### src/rtl/tableau_fifo_reader_if.sv
// AXI-Stream style bundle carrying tableau elements between blocks.
// The master side drives data, valid and tags; the slave side returns ready.
interface tableau_fifo_reader_if #(
  parameter int DATA_WIDTH = 32
);
  logic [DATA_WIDTH-1:0] tdata;
  logic                  tvalid;
  logic                  tready;
  logic                  tlast;
  logic [2:0]            tuser;

  modport master (
    output tdata,
    output tvalid,
    output tlast,
    output tuser,
    input  tready
  );

  // The source FIFO carries bare elements, so the consumer side sees no tags.
  modport slave (
    input  tdata,
    input  tvalid,
    output tready
  );
endinterface

### src/rtl/tableau_fifo_reader.sv
// Streams a stored tableau out of the DDR-side FIFO toward the pivot/update
// datapath, tagging each element with objective-row, RHS-column and row-end
// flags and marking the final element with TLAST. One pass per start pulse,
// up to one element per cycle through a single registered output stage.
module tableau_fifo_reader #(
  parameter int DATA_WIDTH = 32
) (
  input  logic                   aclk,
  input  logic                   aresetn,
  input  logic                   start,
  input  logic [15:0]            tableau_num_cols,
  input  logic [31:0]            tableau_total_size,
  output logic                   busy,
  output logic                   done,
  input  logic                   rst_busy_src,
  tableau_fifo_reader_if.slave   s_axis,
  tableau_fifo_reader_if.master  m_axis
);

  typedef enum logic [1:0] {
    IDLE  = 2'd0,
    RUN   = 2'd1,
    DRAIN = 2'd2,
    DONE  = 2'd3
  } state_t;

  state_t state;
  state_t state_next;

  logic [15:0] num_cols;
  logic [31:0] total_size;
  logic [31:0] elem_cnt;
  logic [15:0] col_cnt;

  logic src_ready;
  logic accept;
  logic tag_obj;
  logic tag_rhs;
  logic tag_last;
  logic degenerate;

  logic [DATA_WIDTH-1:0] out_data;
  logic                  out_valid;
  logic                  out_last;
  logic [2:0]            out_user;

  // Tags come from the counts before this element is counted; the degenerate
  // test looks at the live inputs because they are latched on the start edge.
  always_comb begin
    tag_obj    = elem_cnt < {16'd0, num_cols};
    tag_rhs    = col_cnt == (num_cols - 16'd1);
    tag_last   = elem_cnt == (total_size - 32'd1);
    degenerate = (tableau_num_cols == 16'd0) || (tableau_total_size == 32'd0);
  end

  // State register.
  always_ff @(posedge aclk) begin
    if (!aresetn) begin
      state <= IDLE;
    end else begin
      state <= state_next;
    end
  end

  // Next-state logic: a pass ends once the last element is accepted and the
  // output register has been handed downstream.
  always_comb begin
    state_next = state;
    case (state)
      IDLE: begin
        if (start && !rst_busy_src) begin
          state_next = degenerate ? DONE : RUN;
        end
      end
      RUN: begin
        if (accept && tag_last) begin
          state_next = DRAIN;
        end
      end
      DRAIN: begin
        if (!out_valid || m_axis.tready) begin
          state_next = DONE;
        end
      end
      DONE: begin
        state_next = IDLE;
      end
      default: begin
        state_next = IDLE;
      end
    endcase
  end

  // Status outputs and the source pop strobe; ready feeds through from the
  // sink so a full output register can be refilled in the cycle it empties.
  always_comb begin
    busy      = (state == RUN) || (state == DRAIN);
    done      = (state == DONE);
    src_ready = (state == RUN) && !rst_busy_src && (!out_valid || m_axis.tready);
    accept    = s_axis.tvalid && src_ready;
  end

  // Capture the pass geometry when a start is accepted.
  always_ff @(posedge aclk) begin
    if (!aresetn) begin
      num_cols   <= 16'd0;
      total_size <= 32'd0;
    end else if ((state == IDLE) && start && !rst_busy_src) begin
      num_cols   <= tableau_num_cols;
      total_size <= tableau_total_size;
    end
  end

  // Element and column counters advance only on an accepted element.
  always_ff @(posedge aclk) begin
    if (!aresetn || (state == IDLE)) begin
      elem_cnt <= 32'd0;
      col_cnt  <= 16'd0;
    end else if (accept) begin
      elem_cnt <= elem_cnt + 32'd1;
      col_cnt  <= tag_rhs ? 16'd0 : col_cnt + 16'd1;
    end
  end

  // Output register: load on accept, hold while stalled, empty on a pop.
  always_ff @(posedge aclk) begin
    if (!aresetn) begin
      out_data  <= '0;
      out_valid <= 1'b0;
      out_last  <= 1'b0;
      out_user  <= 3'd0;
    end else if (accept) begin
      out_data  <= s_axis.tdata;
      out_valid <= 1'b1;
      out_last  <= tag_last;
      out_user  <= {tag_rhs, tag_rhs, tag_obj};
    end else if (m_axis.tready) begin
      out_valid <= 1'b0;
    end
  end

  assign s_axis.tready = src_ready;
  assign m_axis.tdata  = out_data;
  assign m_axis.tvalid = out_valid;
  assign m_axis.tlast  = out_last;
  assign m_axis.tuser  = out_user;

endmodule
### src/flat_wrapper.sv
// flat-port wrapper written by rule: the top's interface ports become plain ports
module tableau_fifo_reader_flat 
#(
  parameter int DATA_WIDTH = 32
)
  (aclk, aresetn, start, tableau_num_cols, tableau_total_size, busy, done, rst_busy_src, s_axis_tdata, s_axis_tvalid, s_axis_tready, m_axis_tdata, m_axis_tvalid, m_axis_tlast, m_axis_tuser, m_axis_tready);
  tableau_fifo_reader_if #(.DATA_WIDTH(DATA_WIDTH)) s_axis_i ();
  tableau_fifo_reader_if #(.DATA_WIDTH(DATA_WIDTH)) m_axis_i ();
  input  logic aclk;
  input  logic aresetn;
  input  logic start;
  input  logic [15:0] tableau_num_cols;
  input  logic [31:0] tableau_total_size;
  output logic busy;
  output logic done;
  input  logic rst_busy_src;
  input wire logic [$bits(s_axis_i.tdata)-1:0] s_axis_tdata;
  input wire logic [$bits(s_axis_i.tvalid)-1:0] s_axis_tvalid;
  output wire logic [$bits(s_axis_i.tready)-1:0] s_axis_tready;
  output wire logic [$bits(m_axis_i.tdata)-1:0] m_axis_tdata;
  output wire logic [$bits(m_axis_i.tvalid)-1:0] m_axis_tvalid;
  output wire logic [$bits(m_axis_i.tlast)-1:0] m_axis_tlast;
  output wire logic [$bits(m_axis_i.tuser)-1:0] m_axis_tuser;
  input wire logic [$bits(m_axis_i.tready)-1:0] m_axis_tready;
  assign s_axis_i.tdata = s_axis_tdata;
  assign s_axis_i.tvalid = s_axis_tvalid;
  assign s_axis_tready = s_axis_i.tready;
  assign m_axis_tdata = m_axis_i.tdata;
  assign m_axis_tvalid = m_axis_i.tvalid;
  assign m_axis_tlast = m_axis_i.tlast;
  assign m_axis_tuser = m_axis_i.tuser;
  assign m_axis_i.tready = m_axis_tready;
  tableau_fifo_reader #(.DATA_WIDTH(DATA_WIDTH)) u_core (.aclk(aclk), .aresetn(aresetn), .start(start), .tableau_num_cols(tableau_num_cols), .tableau_total_size(tableau_total_size), .busy(busy), .done(done), .rst_busy_src(rst_busy_src), .s_axis(s_axis_i), .m_axis(m_axis_i));
endmodule
### config.mk
export PLATFORM = sky130hd
export DESIGN_NAME = tableau_fifo_reader_flat
export DESIGN_NICKNAME = d
export VERILOG_FILES = /design/src/rtl/tableau_fifo_reader_if.sv /design/src/rtl/tableau_fifo_reader.sv /design/src/flat_wrapper.sv
export SDC_FILE = /design/constraint.sdc
export NUM_CORES = 1
export LEC_CHECK = 0
export BUFFER_PORTS_ARGS = -buffer_cell sky130_fd_sc_hd__buf_4
export CAP_MARGIN = 20
export CORE_ASPECT_RATIO = 1.25
export CORE_MARGIN = 5
export CORE_UTILIZATION = 60
export CTS_BUF_LIST = sky130_fd_sc_hd__clkbuf_2 sky130_fd_sc_hd__clkbuf_4 sky130_fd_sc_hd__clkbuf_8
export DETAILED_ROUTE_END_ITERATION = 10
export HOLD_SLACK_MARGIN = 0.12
export PLACE_DENSITY = 0.84
export SLEW_MARGIN = 10
export SYNTH_ARGS = -nofsm -noshare
export SYNTH_HDL_FRONTEND = slang
export SYNTH_SLANG_ARGS = --single-unit
### constraint.sdc
create_clock -name aclk -period 7.8 [get_ports aclk]
set_clock_uncertainty 0.2 [all_clocks]
set_input_delay 1.17 -clock aclk [delete_from_list [all_inputs] [get_ports aclk]]
set_output_delay 1.17 -clock aclk [all_outputs]
set_load 0.005 [all_outputs]
[After elaboration in Yosys (flattened, before gate mapping)]
Index checks and enable logic that the tools add are counted.
Operators by class
  $add $sub $neg: 4
  magnitude comparators: 1
  eq/ne operators: 8
  muxes and demuxes: 8
  reduce and logical (&&, ||, !) cells: 19
Operators by type and width (count)
  adder 32 x 1 -> 32 bit (second input constant): 1
  equality test 32 bit: 1
  zero test 32 bit: 1
  less-than comparator 32 x 16 -> 1 bit: 1
  subtractor 32 x 1 -> 32 bit (second input constant): 1
  adder 16 x 1 -> 16 bit (second input constant): 1
  equality test 16 bit: 1
  zero test 16 bit: 1
  2-to-1 mux 16 bit: 1
  subtractor 16 x 1 -> 16 bit (second input constant): 1
  2-to-1 mux 2 bit: 4
  one-hot mux 2 bit (4 select lines): 1
  logical AND 1 bit: 7
  != test 2 x 1 -> 1 bit (second input constant): 3
  equality test 2 bit (second input constant): 2
  logical OR 1 bit: 4
  zero test 1 bit: 3
  AND reduction 3 bit: 1
  equality test 2 x 1 -> 1 bit (second input constant): 1
  zero test 2 bit: 1
  2-to-1 mux 1 bit: 2
  nonzero test 2 bit: 1
Storage, ports and cells
  flip-flop bits (word level): 134
  word-level logic and storage cells: 49

[Longest topological paths before layout]
  word-level depth: 7
  gate-level depth with buffers: 12
  mapped depth without buffers: 10

[Worst setup path after synthesis]
No wires, ideal clock.
  path type: in2reg
  start point: input m_axis_tready
  end point: register u_core.state[0]
  library setup time: 0.126 ns
  arrival time: 2.958 ns
  slack: 4.516 ns
  stages on the path: 8
  path buffers: 0
  cells stage by stage: nand2b_1 nand4b_1 nor4_1 o2111ai_1 or4b_4 nor4_2 a21oi_1 mux2i_1
On the way
  word-level cells in the longest chain between the ends: 6
Ends and longest elaborated chain
  from (decl): line flat_wrapper.sv:24  | input wire logic [$bits(m_axis_i.tready)-1:0] m_axis_tready;
  logical OR 1 bit (*): line tableau_fifo_reader.sv:81, tableau_fifo_reader.sv:99
  logical AND 1 bit: line tableau_fifo_reader.sv:99  | src_ready = (state == RUN) && !rst_busy_src && (!out_valid || m_axis.tready);
  logical AND 1 bit: line tableau_fifo_reader.sv:100  | accept = s_axis.tvalid && src_ready;
  logical AND 1 bit: line tableau_fifo_reader.sv:76  | if (accept && tag_last) begin
  != test 2 x 1 -> 1 bit (no source line)
  AND reduction 3 bit (no source line) (*)
  to (signal assigned): line tableau_fifo_reader.sv:61  | state <= state_next;
  to (decl): line tableau_fifo_reader.sv:27  | state_t state;
Every way passes the cells marked *; elsewhere a longest branch is shown, timed or not.
A chain may end at the register's enable or synchronous reset.

[Worst setup path after layout]
  start point: register u_core.total_size[0]
  end point: register u_core.state[1]
On the way
  word-level cells in the longest chain between the ends: 5
Ends and longest elaborated chain
  from (decl): line tableau_fifo_reader.sv:31  | logic [31:0] total_size;
  from (signal assigned): line tableau_fifo_reader.sv:110  | total_size <= tableau_total_size;
  subtractor 32 x 1 -> 32 bit: line tableau_fifo_reader.sv:52  | tag_last = elem_cnt == (total_size - 32'd1);
  equality test 32 bit: line tableau_fifo_reader.sv:52
  logical AND 1 bit: line tableau_fifo_reader.sv:76
  != test 2 x 1 -> 1 bit (no source line)
  AND reduction 3 bit (no source line)
No other way between the ends.

==> results.md <==
Timing:
- The final critical delay including setup and external delays is between 3 and 4 ns.
- Setup repair after global routing left no endpoint under its margin.
- The worst path meets setup with 4.144 ns of slack.
- The relative max-transition margin is 30.34%.
- The fmax is roughly 270 MHz.
- Setup violations remaining at the end of the flow were counted as 0.
- The count of final max-slew check failures is 0.
- The transition time at the pin with the least slew margin is between 1 and 1.5 ns.
- The total negative slack is 0 ns.
- The final worst-path cycle share is 46.87%.
- The final number of hold-violating endpoints was 0.

Synth:
- Summed over all instances, the cell type with the most area after synthesis is sky130_fd_sc_hd__dfxtp_1.
- The number of enable-type register cells in the synthesized netlist is 0.
- The mean post-synth cell area is between 8 and 9 um2.
- The yosys synthesis warning count is 0.
- In the synthesized netlist the dominant register cell turns out to be sky130_fd_sc_hd__dfxtp_1.
- The async set-reset flop share out of synthesis is 0%.
- When the netlist entered floorplanning its net count stood at 1042.
- The share of synthesized area in the top cell type comes to 35.80%.
- Among all cell types in the netlist, the one instantiated most often is sky130_fd_sc_hd__nand2_1.
- Yosys mapped the design onto 66 distinct sky130hd cell types.
- The sequential area share after synthesis is 35.80%.
- In the synthesized netlist, the cells that appear most often are sky130_fd_sc_hd__nand2_1, sky130_fd_sc_hd__dfxtp_1, sky130_fd_sc_hd__nor2_1.
- Counting flops and latches in the post-synthesis netlist gives approximately 130.
- The mapped netlist covers about 7500 um2.
- The cell count after synthesis came out at about 930.
- By area the synthesized netlist is led by sky130_fd_sc_hd__dfxtp_1, sky130_fd_sc_hd__nand2_1, sky130_fd_sc_hd__xor2_1.

Route:
- The count of nets left with antenna violations once routing finished came out at 0.
- In the final routed layout, each cell accounts on average for approximately 16 um.
- The total number of vias is slightly below 7000.
- In this run, the number of DRC markers left after iteration 0 of detailed routing was between 500 and 600.
- The total wirelength of the detailed-routed design is roughly 19 mm.
- Using the TritonRoute via totals, the vias-per-cell ratio works out to 5.743.
- For this run, design rule violations remaining after detail routing come to 0.
- The length of the first detailed-routing pass in iterations is 5.

Placed design:
- Before CTS, the worst setup slack after placement is 3.889 ns.
- The standard cell area after detailed placement is between 8000 and 9000 um2.
- The number of buffer cells added on primary ports is 125.
- The number of cells after detailed placement is 1177.
- Routability-driven placement finished with a final weighted congestion of approximately 0.9.
- The detailed-placement wirelength estimate is 13.98 mm.

Finish:
- The final layout contains ~1100 nets.
- The number of antenna diodes in the final layout is 0.
- The finished layout holds ~1200 standard cells, fillers aside.
- The post-route netlist has between 15 and 20% of its cells at a drive strength greater than 1.
- The layout has slightly below 1000 filler cells.
- For this run, the share of the core covered by cells in the final layout is ~73%.
- The area of all placed cells without fillers is 8974 um2.
- The area growth from synthesis to final layout is 19.75%.

Job:
- Across the run, the number of max-cap violations was 0.

Power and ir drop:
- The maximum vdd ir drop is ~0.16 mV.
- Dividing total power by cell area gives a power density of ~230 nW/um2.
- Summed over all cells, the static leakage comes to about 3.5 nW.

Clock tree:
- Counting along the longest clock path gives a buffer depth of 2.
- In this run the number of H-tree levels came out at 4.
- The number of setup buffers added after CTS is 0.
- TritonCTS built the clock tree.
- The root buffer cell is sky130_fd_sc_hd__clkbuf_8.
- The clock sink count is ~130.
- The number of clock buffers inserted by TritonCTS is 17.
- Clock-pin slew was measured on the worst setup and hold paths at around 0.080 ns.
- The post-cts resize count is 0.
- At the later pin of the worst-skew pair, clock insertion delay measures about 0.45 ns.
- The number of hold-repair buffers added at the cts stage is 0.

Critical path:
- The category of the most critical setup path is reg -> reg.
- The worst setup path is captured at a flip-flop.
- Data on the critical path is required at its endpoint by around 7.9 ns.
- The data arrival at the endpoint of the critical path is about 3.8 ns.
- Of all nets on the critical path, the largest fanout is 6.
- The launching element type of the critical path is a flip-flop.

Global routing:
- Entering global routing, the biggest net connects between 90 and 100 pins.
- The number of global-route vias before repair came to a little under 7000.
- The global-route congestion overflow total is 0.
- The initial antenna violation count is 0.
- The total global-route track usage is between 20% and 30%.
- The global-route wire length before repair is about 31 mm.

Floorplanning:
- The placement row count is 45.
- The placeable core region is about 12000 um2.
- The die span in y is roughly 130 um.
- The initial standard-cell utilization of the core is between 60 and 70%.
- The overall die area is roughly 15000 um2.
- The floorplan step set the die width to between 100 and 150 um.
- The boundary pin count is around 130.

Hold path:
- In this run the worst hold path is classified as reg -> reg.

Status:
- The flow ran to the end, and the final reports show no timing, DRC or antenna violations.
## state kept, by name, indices dropped and copies added, names as in the netlist
signal                flops
u_core.num_cols          16
u_core.m_axis.tlast       1
u_core.m_axis.tuser       2
u_core.state              2
u_core.elem_cnt          32
u_core.m_axis.tvalid      1
u_core.col_cnt           16
u_core.m_axis.tdata      32
u_core.total_size        32
## placed cells by master (no fill, tap or decap), drive strengths merged, types with 3 or more instances in the layout
cell     synthesis  layout
clkbuf          42      19
a21oi           11      11
xnor2           42      42
nand2b           8       8
nor4b            3       3
o21ai           15      15
nand2          201     201
a211oi           8       8
nor2            62      62
buf              6     129
nand3b           4       4
a21boi          81      81
ha              23      23
or3             11      11
nand4           25      25
or2              4       4
nor3            19      19
nor4            31      31
o2111ai          3       3
clkinv           0       3
and4             8       8
o211ai           6       6
dfxtp          134     134
nor2b            5       5
inv             28      31
and3             8       8
or4              7       7
a21o             6       6
o22ai            3       3
bufinv           0       5
mux2i            8       8
nand3           30      30
xor2            59      59
## where the power goes
group / total (W) / leakage, nW / switching [W] / internal, W
combinational: 0.000574 / 2.17 / 0.000314 / 0.000259
clock: 0.000684 / 0.231 / 0.000287 / 0.000397
sequential: 0.000779 / 1.09 / 0.0000542 / 0.000725
total: 0.00204 / 3.49 / 0.000656 / 0.00138
## layer usage
layer	vias to the layer above	GRT usage, %	routed length, um
met5	-	0	0
met4	0	11.78	686
met3	54	6.408	1046
met2	186	46.56	9871
met1	3264	28.87	7535
li1	3445	-	-
## logic make-up (layout without fill, tap and decap cells)
family,after synthesis,count (layout),synth area share [%]
compound gates,154,154,14.89
xor+xnor,102,102,12.11
fa+ha+maj,23,23,3.840
buf+inv,76,189,4.074
flops,134,134,35.80
mux,10,10,1.369
simple gates,434,434,27.92
## final cells by class
cell class              count  area (um2)  share of cell area [%]
repair buffers            129       988.4                   11.02
clock inverters            13       217.7                   2.426
inverters                  28       105.1                   1.171
well taps                 164       205.2                   2.287
clock buffers              19       255.2                   2.844
flip-flops and latches    134        2683                   29.89
multi-input cells         723        4519                   50.36
## final timing paths
| path | start | to | slack, ns | cells after the start |
|---|---|---|---|---|
| worst min-delay path | u_core.m_axis.tdata[9]$_SDFFE_PN0P_ | u_core.m_axis.tdata[9]$_SDFFE_PN0P_ | 0.25 | 2 |
| worst min register to register | u_core.m_axis.tdata[9]$_SDFFE_PN0P_ | u_core.m_axis.tdata[9]$_SDFFE_PN0P_ | 0.25 | 2 |
| worst max register to register | u_core.total_size[0]$_SDFFE_PN0P_ | u_core.state[1]$_SDFFE_PN0P_ | 4.14 | 10 |
| worst max-delay path | u_core.total_size[0]$_SDFFE_PN0P_ | u_core.state[1]$_SDFFE_PN0P_ | 4.14 | 10 |
## stage by stage
stage | total power [W] | hold slack, ns
finish | 0.002037 | 0.2538
global route | 0.002141 | 0.2828
CTS | 0.002029 | 0.2564
detailed placement | 0.001350 | 0.2457
global placement | 0.001340 | 0.2419
floorplan | 0.001193 | 0.2468
## critical path, stage by stage, from the launching register on
cell                      delay, ns
sky130_fd_sc_hd__dfxtp_1       0.37
sky130_fd_sc_hd__inv_1         0.08
sky130_fd_sc_hd__ha_1          0.25
sky130_fd_sc_hd__nor3b_1       0.50
sky130_fd_sc_hd__nand4_1       0.26
sky130_fd_sc_hd__xnor2_1       0.21
sky130_fd_sc_hd__or4_1         0.47
sky130_fd_sc_hd__or4b_4        0.55
sky130_fd_sc_hd__nor4_2        0.36
sky130_fd_sc_hd__a21oi_1       0.14
sky130_fd_sc_hd__mux2i_1       0.15
Note: power is estimated with default switching activity, not from simulation.
